File: src/rtl/la_pkg.sv
// Shared logic-analyzer definitions: capture states, trigger modes, buffer depth.
// Used by the capture controller and the display stage; no logic, no latency, no flow control.
package la_pkg;

  localparam int SAMPLE_BUFF_SIZE = 160;

  typedef enum logic [2:0] {
    ST_IDLE  = 3'd0,
    ST_PRE   = 3'd1,
    ST_ARMED = 3'd2,
    ST_POST  = 3'd3,
    ST_DONE  = 3'd4
  } state_t;

  localparam logic [1:0] TRIG_IMM  = 2'b00;
  localparam logic [1:0] TRIG_RISE = 2'b01;
  localparam logic [1:0] TRIG_FALL = 2'b10;
  localparam logic [1:0] TRIG_ANY  = 2'b11;

  // Edge modes need a previous sample from this capture before they can fire.
  function automatic logic trig_hit(input logic [1:0] mode, input logic prev_valid,
                                    input logic prev, input logic cur);
    case (mode)
      TRIG_IMM:  trig_hit = 1'b1;
      TRIG_RISE: trig_hit = prev_valid & ~prev & cur;
      TRIG_FALL: trig_hit = prev_valid & prev & ~cur;
      default:   trig_hit = prev_valid & (prev ^ cur);
    endcase
  endfunction

endpackage

File: src/rtl/sample_prescaler.sv
// Sample-tick divider: tick when count == div, i.e. one tick every div+1 clocks; combinational tick.
// No backpressure; held at zero while disabled, restarted from zero by clear.
module sample_prescaler #(
  parameter int DIV_WIDTH = 16
) (
  input  logic                 clk,
  input  logic                 reset,
  input  logic                 enable,
  input  logic                 clear,
  input  logic [DIV_WIDTH-1:0] div,
  output logic                 tick
);

  logic [DIV_WIDTH-1:0] count;

  assign tick = enable && !clear && (count == div);

  always_ff @(posedge clk or posedge reset) begin
    if (reset) begin
      count <= '0;
    end else if (clear || !enable) begin
      count <= '0;
    end else if (count == div) begin
      count <= '0;
    end else begin
      count <= count + 1'b1;
    end
  end

endmodule

File: src/rtl/sample_capture_controller.sv
// Logic-analyzer front end: sync probes, divide to sample ticks, run pre/trigger/post capture into SIPO buffers.
// Probe-to-shift latency 3 clocks plus up to sample_div+1; no backpressure, buffers accept every shift strobe.
module sample_capture_controller #(
  parameter int CHANNEL_COUNT    = 10,
  parameter int SAMPLE_BUFF_SIZE = la_pkg::SAMPLE_BUFF_SIZE,
  parameter int DIV_WIDTH        = 16,
  localparam int TCW             = $clog2(CHANNEL_COUNT),
  localparam int PW              = $clog2(SAMPLE_BUFF_SIZE + 1)
) (
  input  logic                     clk,
  input  logic                     reset,
  input  logic [CHANNEL_COUNT-1:0] chan_in,
  input  logic                     arm,
  input  logic                     abort,
  input  logic [DIV_WIDTH-1:0]     sample_div,
  input  logic [TCW-1:0]           trig_chan,
  input  logic [1:0]               trig_mode,
  input  logic [PW-1:0]            pre_trig,
  output logic                     shift,
  output logic [CHANNEL_COUNT-1:0] s_in,
  output logic                     busy,
  output logic                     done,
  output logic [2:0]               state
);

  import la_pkg::*;

  localparam logic [PW-1:0] PRE_MAX = PW'(SAMPLE_BUFF_SIZE - 1);
  localparam logic [PW-1:0] BUFF_P  = PW'(SAMPLE_BUFF_SIZE);

  state_t                 st;
  logic [CHANNEL_COUNT-1:0] sync1, sync2;
  logic [DIV_WIDTH-1:0]   div_q;
  logic [TCW-1:0]         tc_q;
  logic [1:0]             mode_q;
  logic [PW-1:0]          pre_q, cnt;
  logic                   prev, prev_valid, fin;

  logic                   in_capture, start, tick, cur, hit;
  logic [PW-1:0]          pre_clamped, post_len;
  logic [TCW-1:0]         tc_clamped;

  assign in_capture  = (st == ST_PRE) || (st == ST_ARMED) || (st == ST_POST);
  assign start       = arm && !abort && ((st == ST_IDLE) || (st == ST_DONE));
  assign pre_clamped = (pre_trig > PRE_MAX) ? PRE_MAX : pre_trig;
  assign tc_clamped  = (32'(trig_chan) >= 32'(CHANNEL_COUNT)) ? '0 : trig_chan;
  assign post_len    = BUFF_P - pre_q;
  assign cur         = sync2[tc_q];
  assign hit         = trig_hit(mode_q, prev_valid, prev, cur);
  assign state       = st;

  // fin marks the cycle the final shift strobe is on the output; ticks are suppressed then.
  sample_prescaler #(.DIV_WIDTH(DIV_WIDTH)) u_prescaler (
    .clk    (clk),
    .reset  (reset),
    .enable (in_capture && !fin),
    .clear  (start),
    .div    (div_q),
    .tick   (tick)
  );

  always_ff @(posedge clk or posedge reset) begin
    if (reset) begin
      sync1 <= '0;
      sync2 <= '0;
    end else begin
      sync1 <= chan_in;
      sync2 <= sync1;
    end
  end

  always_ff @(posedge clk or posedge reset) begin
    if (reset) begin
      st         <= ST_IDLE;
      shift      <= 1'b0;
      s_in       <= '0;
      busy       <= 1'b0;
      done       <= 1'b0;
      cnt        <= '0;
      prev       <= 1'b0;
      prev_valid <= 1'b0;
      fin        <= 1'b0;
      div_q      <= '0;
      tc_q       <= '0;
      mode_q     <= '0;
      pre_q      <= '0;
    end else begin
      shift <= 1'b0;
      if (abort) begin
        st   <= ST_IDLE;
        busy <= 1'b0;
        done <= 1'b0;
        fin  <= 1'b0;
      end else if (start) begin
        div_q      <= sample_div;
        tc_q       <= tc_clamped;
        mode_q     <= trig_mode;
        pre_q      <= pre_clamped;
        cnt        <= '0;
        prev_valid <= 1'b0;
        fin        <= 1'b0;
        busy       <= 1'b1;
        done       <= 1'b0;
        st         <= (pre_clamped != '0) ? ST_PRE : ST_ARMED;
      end else if (fin) begin
        st   <= ST_DONE;
        busy <= 1'b0;
        done <= 1'b1;
        fin  <= 1'b0;
      end else if (tick) begin
        shift      <= 1'b1;
        s_in       <= sync2;
        prev       <= cur;
        prev_valid <= 1'b1;
        case (st)
          ST_PRE: begin
            cnt <= cnt + 1'b1;
            if (cnt + 1'b1 == pre_q) st <= ST_ARMED;
          end
          ST_ARMED: begin
            // The trigger sample is post sample 1.
            if (hit) begin
              cnt <= PW'(1);
              if (post_len == PW'(1)) fin <= 1'b1;
              else st <= ST_POST;
            end
          end
          ST_POST: begin
            cnt <= cnt + 1'b1;
            if (cnt + 1'b1 == post_len) fin <= 1'b1;
          end
          default: ;
        endcase
      end
    end
  end

endmodule

File: config.mk
export PLATFORM = sky130hd
export DESIGN_NAME = sample_capture_controller
export DESIGN_NICKNAME = d
export VERILOG_FILES = /design/src/rtl/la_pkg.sv /design/src/rtl/sample_prescaler.sv /design/src/rtl/sample_capture_controller.sv
export SDC_FILE = /design/constraint.sdc
export NUM_CORES = 1
export LEC_CHECK = 0
export ABC_CLOCK_PERIOD_IN_PS = 5700
export CELL_PAD_IN_SITES_DETAIL_PLACEMENT = 1
export CELL_PAD_IN_SITES_GLOBAL_PLACEMENT = 1
export CORE_MARGIN = 2
export CORE_UTILIZATION = 46
export DETAILED_ROUTE_END_ITERATION = 7
export GPL_TIMING_DRIVEN = 0
export PLACE_DENSITY_LB_ADDON = 0.1
export RECOVER_POWER = 100
export SLEW_MARGIN = 20
export SYNTH_ARGS = -nofsm -noshare
export SYNTH_HDL_FRONTEND = slang
export SYNTH_HIERARCHICAL = 1
export SYNTH_SLANG_ARGS = --single-unit
File: constraint.sdc
create_clock -name clk -period 5.7 [get_ports clk]
set_input_delay 1.14 -clock clk [delete_from_list [all_inputs] [get_ports clk]]
set_output_delay 1.14 -clock clk [all_outputs]
set_load 0.05 [all_outputs]
[Word-level counts from Yosys, hierarchy flattened]
Cells that the tools add are included.
Cells by class
  reduce and logical (&&, ||, !) cells: 27
  mux-type cells: 42
  shift-type cells: 0
  div/mod/pow operators: 0
  $lt $le $gt $ge: 3
  multipliers: 0
  bitwise operators: 11
  add/sub/neg operators: 3
  equal/unequal tests: 15
Operators by type and width (count)
  $mux W8: 5
  $mux W16: 2
  $mux W1: 21
  $mux W3: 7
  $add A16 B1 Y16 const B: 1
  $eq A16 B16 Y1: 1
  $eq A8 B8 Y1: 2
  $pmux W8 S2: 1
  $ne A5 B4 Y1 const B: 2
  $reduce_and A5 Y1: 2
  $add A8 B1 Y8 const B: 1
  $eq A8 B1 Y1 const B: 1
  $gt A8 B8 Y1 const B: 1
  $reduce_bool A8 Y1: 1
  $sub A8 B8 Y8 const A: 1
  $eq A3 B2 Y1 const B: 2
  $pmux W3 S2: 1
  $reduce_bool A3 Y1: 2
  $and A1 B1 Y1: 5
  $logic_and A1 B1 Y1: 5
  $lt A4 B5 Y1 const B: 1
  $ne A5 B3 Y1 const B: 1
  $not A1 Y1: 5
  $reduce_bool A5 Y1: 1
  23 further kinds: 29
Word-level totals
  input bits: 44
  word-level logic and storage cells: 117
  register bits after elaboration: 93
  memories: 0
  bits in writable memories: 0
  output and inout bits: 16
  bits in latches: 0
  memory bits (read-only): 0

[Longest topological paths before layout]
  word-level depth: 11
  depth in mapped cells: 16
  mapped depth without buffers: 12

[Modules after synthesis]
The synthesis kept the hierarchy.
By module, submodules not included
  sample_capture_controller: cells each 356, area each 3611.0 sq um, seq. area each 1926.8 sq um, times used 1
  sample_prescaler: cells each 100, area each 978.4 sq um, seq. area each 400.4 sq um, times used 1

[Worst setup path after synthesis]
No wires, ideal clock.
  path type: input port to flip-flop
  start: input arm
  end: register cnt[5]
  path slack: 2027 ps
  stages: 14
  library setup time: 131 ps
  path buffers: 3
  data arrival time: 3542 ps
  data required time: 5569 ps
  cell sequence: nand2_1 -> or2_2 -> clkbuf_1 -> inv_2 -> buf_2 -> nand2b_1 -> buf_1 -> nor2b_1 -> nor2b_1 -> or3b_2 -> a21oi_1 -> o31ai_4 -> o21ai_0 -> o31ai_1
On the way
  word-level cells in the longest chain between the ends: 7
  elaborated cells on any way between the ends: 11
  those cells by class: eq/ne: 2; mux: 1; reduce/logical: 8
Ends and longest elaborated chain
  from (decl): RTL line sample_capture_controller.sv:13  | input logic arm,
  $logic_and A1 B1 Y1 (2 in a row): RTL line sample_capture_controller.sv:44  | assign start = arm && !abort && ((st == ST_IDLE) || (st == ST_DONE));
  named net start: RTL line sample_capture_controller.sv:39  | logic in_capture, start, tick, cur, hit;
  $logic_not A1 Y1: RTL line sample_prescaler.sv:16  | assign tick = enable && !clear && (count == div);
  $logic_and A1 B1 Y1 (2 in a row): RTL line sample_prescaler.sv:16
  named net tick: RTL line sample_capture_controller.sv:39
  $reduce_bool A2 Y1 (no line)
  $reduce_and A5 Y1 (no line)
  to (signal assigned): RTL line sample_capture_controller.sv:117  | cnt <= cnt + 1'b1;
  to (signal assigned): RTL line sample_capture_controller.sv:129  | cnt <= cnt + 1'b1;
  to (decl): RTL line sample_capture_controller.sv:36  | logic [PW-1:0] pre_q, cnt;
The timed path passes the listed nets, and every way through them passes these cells.
A chain may end at the register's enable or synchronous reset.

[Final worst setup path]
  start: input arm
  end: register s_in[1]
On the way
  word-level cells in the longest chain between the ends: 6
  elaborated cells on any way between the ends: 7
  those cells by class: bitwise: 1; reduce/logical: 6
Ends and longest elaborated chain
  $logic_and A1 B1 Y1 (2 in a row): RTL line sample_capture_controller.sv:44
  named net start: RTL line sample_capture_controller.sv:39
  $logic_not A1 Y1: RTL line sample_prescaler.sv:16
  $logic_and A1 B1 Y1 (2 in a row): RTL line sample_prescaler.sv:16
  named net tick: RTL line sample_capture_controller.sv:39
  $reduce_and A4 Y1 (no line)
  to (signal assigned): RTL line sample_capture_controller.sv:112  | s_in <= sync2;
  to (decl): RTL line sample_capture_controller.sv:20  | output logic [CHANNEL_COUNT-1:0] s_in,
The timed path passes the listed nets, and every way through them passes these cells.

==> flow_results.xml <==
<?xml version="1.0" encoding="UTF-8"?>
<metrics>
  <group name="run">
    <metric name="drv_cap" unit="">0</metric>
  </group>
  <group name="layout">
    <metric name="layout.area.seq" unit="mm²">0.002327</metric>
    <metric name="num-fill-cells" unit="">1110</metric>
    <metric name="nNetsFinal" unit="">575</metric>
    <metric name="area.growth.synth_to_final" unit="%">20.72</metric>
    <metric name="instances_no_fill" unit="">665</metric>
    <metric name="final_cell_mix" unit="">sky130_fd_sc_hd__dfrtp_1, sky130_fd_sc_hd__nand2_1, sky130_fd_sc_hd__xnor2_1</metric>
    <metric name="final_layout_size_suffix_gt1_frac" unit="">0.08647</metric>
    <metric name="final_common_cell" unit="">sky130_fd_sc_hd__dfrtp_1</metric>
    <metric name="num_antenna_cells" unit="">0</metric>
    <metric name="multi_input_comb_area" unit="mm²">0.002102</metric>
  </group>
  <group name="synth">
    <metric name="postSynthNetCount" unit="">504</metric>
    <metric name="number_of_flops_mapped_to_enable_cells_by_yosys" unit="">0</metric>
    <metric name="library_cell_occupying_the_most_area_in_the_post_synthesis_netlist" unit="">sky130_fd_sc_hd__dfrtp_1</metric>
    <metric name="ys_top_cells_by_area" unit="">sky130_fd_sc_hd__dfrtp_1, sky130_fd_sc_hd__xnor2_1, sky130_fd_sc_hd__nand2_1, sky130_fd_sc_hd__mux2_2, sky130_fd_sc_hd__nor3_1</metric>
    <metric name="synth_top_flop_cell" unit="">sky130_fd_sc_hd__dfrtp_1</metric>
    <metric name="synth_cell_type_count" unit="">63</metric>
    <metric name="syn-instance-count" unit="">456</metric>
    <metric name="synthesis.area" unit="mm²">0.004589</metric>
    <metric name="synthDominantCellAreaShare" unit="">0.5071</metric>
    <metric name="yosysSeqAreaShare" unit="">0.5071</metric>
    <metric name="yosysWarningCount" unit="">6</metric>
    <metric name="synth-seq-cells" unit="">93</metric>
    <metric name="postSynthAreaPerCell" unit="µm²">10.06</metric>
    <metric name="synth_async_sr_flop_share" unit="">1.000</metric>
  </group>
  <group name="outcome">
    <metric name="outcome" unit="">complete, no violations</metric>
  </group>
  <group name="routing">
    <metric name="ant_nets" unit="">0</metric>
    <metric name="routed_via_density" unit="">5.438</metric>
    <metric name="initial_drt_pass_iterations" unit="">4</metric>
    <metric name="route.final.wire_length" unit="µm">11680</metric>
    <metric name="detail_route.iter0.violations" unit="">121</metric>
    <metric name="dr_total_vias" unit="">3616</metric>
    <metric name="detail_route.wl_per_cell" unit="µm">17.56</metric>
    <metric name="detail_route.drc_violations" unit="">0</metric>
  </group>
  <group name="critical_path">
    <metric name="cp_max_fo" unit="">10</metric>
    <metric name="worst_r2r_startpoint" unit="">state[0]</metric>
    <metric name="cell_breakdown_of_the_critical_path" unit="">dlygate4sd3_1, nand2_1, or2_2, clkbuf_1, inv_1, clkbuf_1, nand2b_1, clkbuf_1, nor2b_1, and3_1, clkbuf_1, clkbuf_1, mux2_1</metric>
    <metric name="critPathMaxStageDelay" unit="ns">0.58</metric>
    <metric name="crit_start" unit="">arm</metric>
    <metric name="critPathCaptureType" unit="">flip-flop</metric>
    <metric name="setup.worst_path.start_class" unit="">input pin</metric>
    <metric name="cp_slowest_cell" unit="">sky130_fd_sc_hd__dlygate4sd3_1</metric>
    <metric name="critical-path-top-delay-family" unit="">buffers and inverters</metric>
    <metric name="cp.buffers_inverters" unit="">7</metric>
    <metric name="cpMostUsedCell" unit="">sky130_fd_sc_hd__clkbuf_1</metric>
    <metric name="worstRegToRegCells" unit="">14</metric>
    <metric name="critical_path.reg2reg.endpoint" unit="">s_in[1]</metric>
    <metric name="crit_arrival" unit="ns">5.08</metric>
    <metric name="timing.setup.critical_path_class" unit="">in -&gt; reg</metric>
    <metric name="cp.required" unit="ns">5.94</metric>
    <metric name="crit_path_end" unit="">s_in[1]</metric>
    <metric name="cp.depth" unit="">13</metric>
    <metric name="timing.reg2reg.setup_slack" unit="ns">1.46</metric>
  </group>
  <group name="grt">
    <metric name="grtUsageTotal" unit="">0.2301</metric>
    <metric name="antenna_found_initial" unit="">0</metric>
    <metric name="grt_start_max_net_pins" unit="">61</metric>
    <metric name="total_congestion_overflow" unit="">0</metric>
    <metric name="number_of_global_route_vias_before_repair" unit="">3951</metric>
    <metric name="global_route_wire_length_before_repair" unit="µm">19850</metric>
  </group>
  <group name="sta">
    <metric name="skew" unit="ns">0.01201</metric>
    <metric name="timing.final.setup_violations" unit="">0</metric>
    <metric name="layout_worst_path_cycle_share" unit="">0.8490</metric>
    <metric name="clock.fmax" unit="MHz">206.6</metric>
    <metric name="slew-limit-headroom" unit="">0.3343</metric>
    <metric name="rsz0062_at_grt" unit="">no</metric>
    <metric name="setup_tns_final" unit="ns">0</metric>
    <metric name="finalHoldViolations" unit="">0</metric>
    <metric name="hold_slack" unit="ns">0.3569</metric>
    <metric name="slew_violations" unit="">0</metric>
    <metric name="timing_worst_slew_pin_value" unit="ns">0.9901</metric>
    <metric name="period_minus_slack" unit="ns">4.840</metric>
  </group>
  <group name="clock_tree">
    <metric name="post_cts_hold_buffer_count" unit="">0</metric>
    <metric name="clockRootBuffer" unit="">sky130_fd_sc_hd__clkbuf_8</metric>
    <metric name="post_cts.repair.setup_buffers" unit="">0</metric>
    <metric name="cts-buffers-inserted" unit="">9</metric>
    <metric name="post_cts_resize_count" unit="">0</metric>
    <metric name="clock_network_latency_to_the_later_pin_of_the_worst_skew_pair" unit="ns">0.37</metric>
    <metric name="cts-root-to-sink-buffers" unit="">2</metric>
    <metric name="clock_sinks" unit="">93</metric>
    <metric name="worst_setup_hold_path_clk_slew" unit="ns">0.10</metric>
    <metric name="cts_max_level" unit="">3</metric>
    <metric name="tritoncts" unit="">yes</metric>
  </group>
  <group name="floorplan">
    <metric name="die_h" unit="µm">103.9</metric>
    <metric name="chipWidth" unit="µm">103.9</metric>
    <metric name="initial_core_util" unit="">0.4717</metric>
    <metric name="floorplan.core_area" unit="mm²">0.009729</metric>
    <metric name="die-area" unit="mm²">0.01079</metric>
    <metric name="rows" unit="">36</metric>
    <metric name="ios" unit="">60</metric>
  </group>
  <group name="pwr">
    <metric name="leakage_power" unit="nW">2.418</metric>
    <metric name="max-vdd-ir-drop" unit="mV">0.1830</metric>
    <metric name="cellPowerDensity" unit="mW/mm²">359.4</metric>
  </group>
  <group name="placed_design">
    <metric name="gp_congestion" unit="">0.8384</metric>
    <metric name="numPlacedInstances" unit="">649</metric>
    <metric name="post-dp-hpwl" unit="µm">8825</metric>
    <metric name="io_buffer_count" unit="">59</metric>
  </group>
  <group name="hold_path">
    <metric name="timing.hold.worst.start" unit="">sync1[5]</metric>
    <metric name="hold_class" unit="">reg -&gt; reg</metric>
  </group>
</metrics>
cell usage after synthesis (3+ instances only):
library cell and number:
sky130_fd_sc_hd__nand4_1 5, sky130_fd_sc_hd__buf_2 7, sky130_fd_sc_hd__or3_1 4, sky130_fd_sc_hd__mux2_2 12
sky130_fd_sc_hd__o41ai_1 3, sky130_fd_sc_hd__xnor2_1 42, sky130_fd_sc_hd__a211oi_1 4, sky130_fd_sc_hd__clkbuf_1 12
sky130_fd_sc_hd__nand2_1 89, sky130_fd_sc_hd__mux2i_1 3, sky130_fd_sc_hd__ha_1 4, sky130_fd_sc_hd__inv_1 9
sky130_fd_sc_hd__nand2b_1 6, sky130_fd_sc_hd__and3_1 5, sky130_fd_sc_hd__o21a_1 3, sky130_fd_sc_hd__o21ai_0 16
sky130_fd_sc_hd__nand3_1 16, sky130_fd_sc_hd__nand3b_1 7, sky130_fd_sc_hd__dfrtp_1 93, sky130_fd_sc_hd__o31ai_1 5
sky130_fd_sc_hd__nor2_1 16, sky130_fd_sc_hd__nor4_1 7, sky130_fd_sc_hd__a21oi_1 8, sky130_fd_sc_hd__nor3_1 20
sky130_fd_sc_hd__xor2_1 11
final cells by class:
class	count	share of cell area
sequential	93	0.4201
multi-input combinational	331	0.3794
timing repair buffer	60	0.1116
tap	133	0.03004
clock buffer	9	0.02236
buffer	22	0.01739
clock inverter	7	0.01220
inverter	10	0.007001
worst reg2reg max path: cells and delay by family (launching register included):
kind,cells,cell delay [ns]
flops,1,0.36
buf+inv,7,2.04
simple gates,6,1.31
mux,1,0.41
metal layers:
metal,up-vias,part of all wire,global-route usage
met5,-,0,0
met4,0,0.014,0.06274
met3,13,0.027,0.03321
met2,54,0.53,0.4196
met1,1825,0.43,0.2846
li1,1724,-,-
how the worst min path moves through the flow:
stage / to / cells past startpoint
finish: sync2[5] / 0
detailed placement: sync2[5] / 0
CTS: sync2[3] / 0
global placement: sync2[2] / 0
floorplan: sync2[0] / 0
global route: sync2[3] / 0
state kept, by name (all words and copies together), names as in the netlist, 2 cells and up:
| name | count |
|---|---|
| s_in | 10 |
| sync2 | 10 |
| pre_q | 8 |
| div_q | 16 |
| state | 3 |
| cnt | 8 |
| mode_q | 2 |
| sync1 | 10 |
| tc_q | 4 |
| u_prescaler/count | 16 |
kinds of logic (layout without fill, tap and decap cells):
group / after synthesis / in the layout / share of synthesized area
AO/OA/AOI/OAI: 59 / 59 / 0.09270
XOR/XNOR: 53 / 53 / 0.1011
adder cells (fa/ha/maj): 4 / 4 / 0.01091
buffers and inverters: 32 / 108 / 0.03053
flip-flops: 93 / 93 / 0.5071
multiplexers: 16 / 16 / 0.03899
AND/OR/NAND/NOR: 199 / 199 / 0.2187
per-stage QoR:
stage	utilization	setup slack [ns]	instance area (µm²)	power, W
2_1_floorplan	-	2.027	4589	0.001375
3_3_place_gp	0.5495	0.9702	5346	0.001552
3_5_place_dp	0.5526	0.8644	5376	0.001593
4_1_cts	0.5723	1.211	5568	0.002032
5_1_grt	0.5694	0.6165	5540	0.002131
6_report	0.5694	0.8604	5540	0.001991
power breakdown:
group / internal (W) / switching [W]
Combinational: 0.000290 / 0.000389
Sequential: 0.000779 / 0.000103
Clock: 0.000170 / 0.000261
Power figures use the tool's default switching activity.
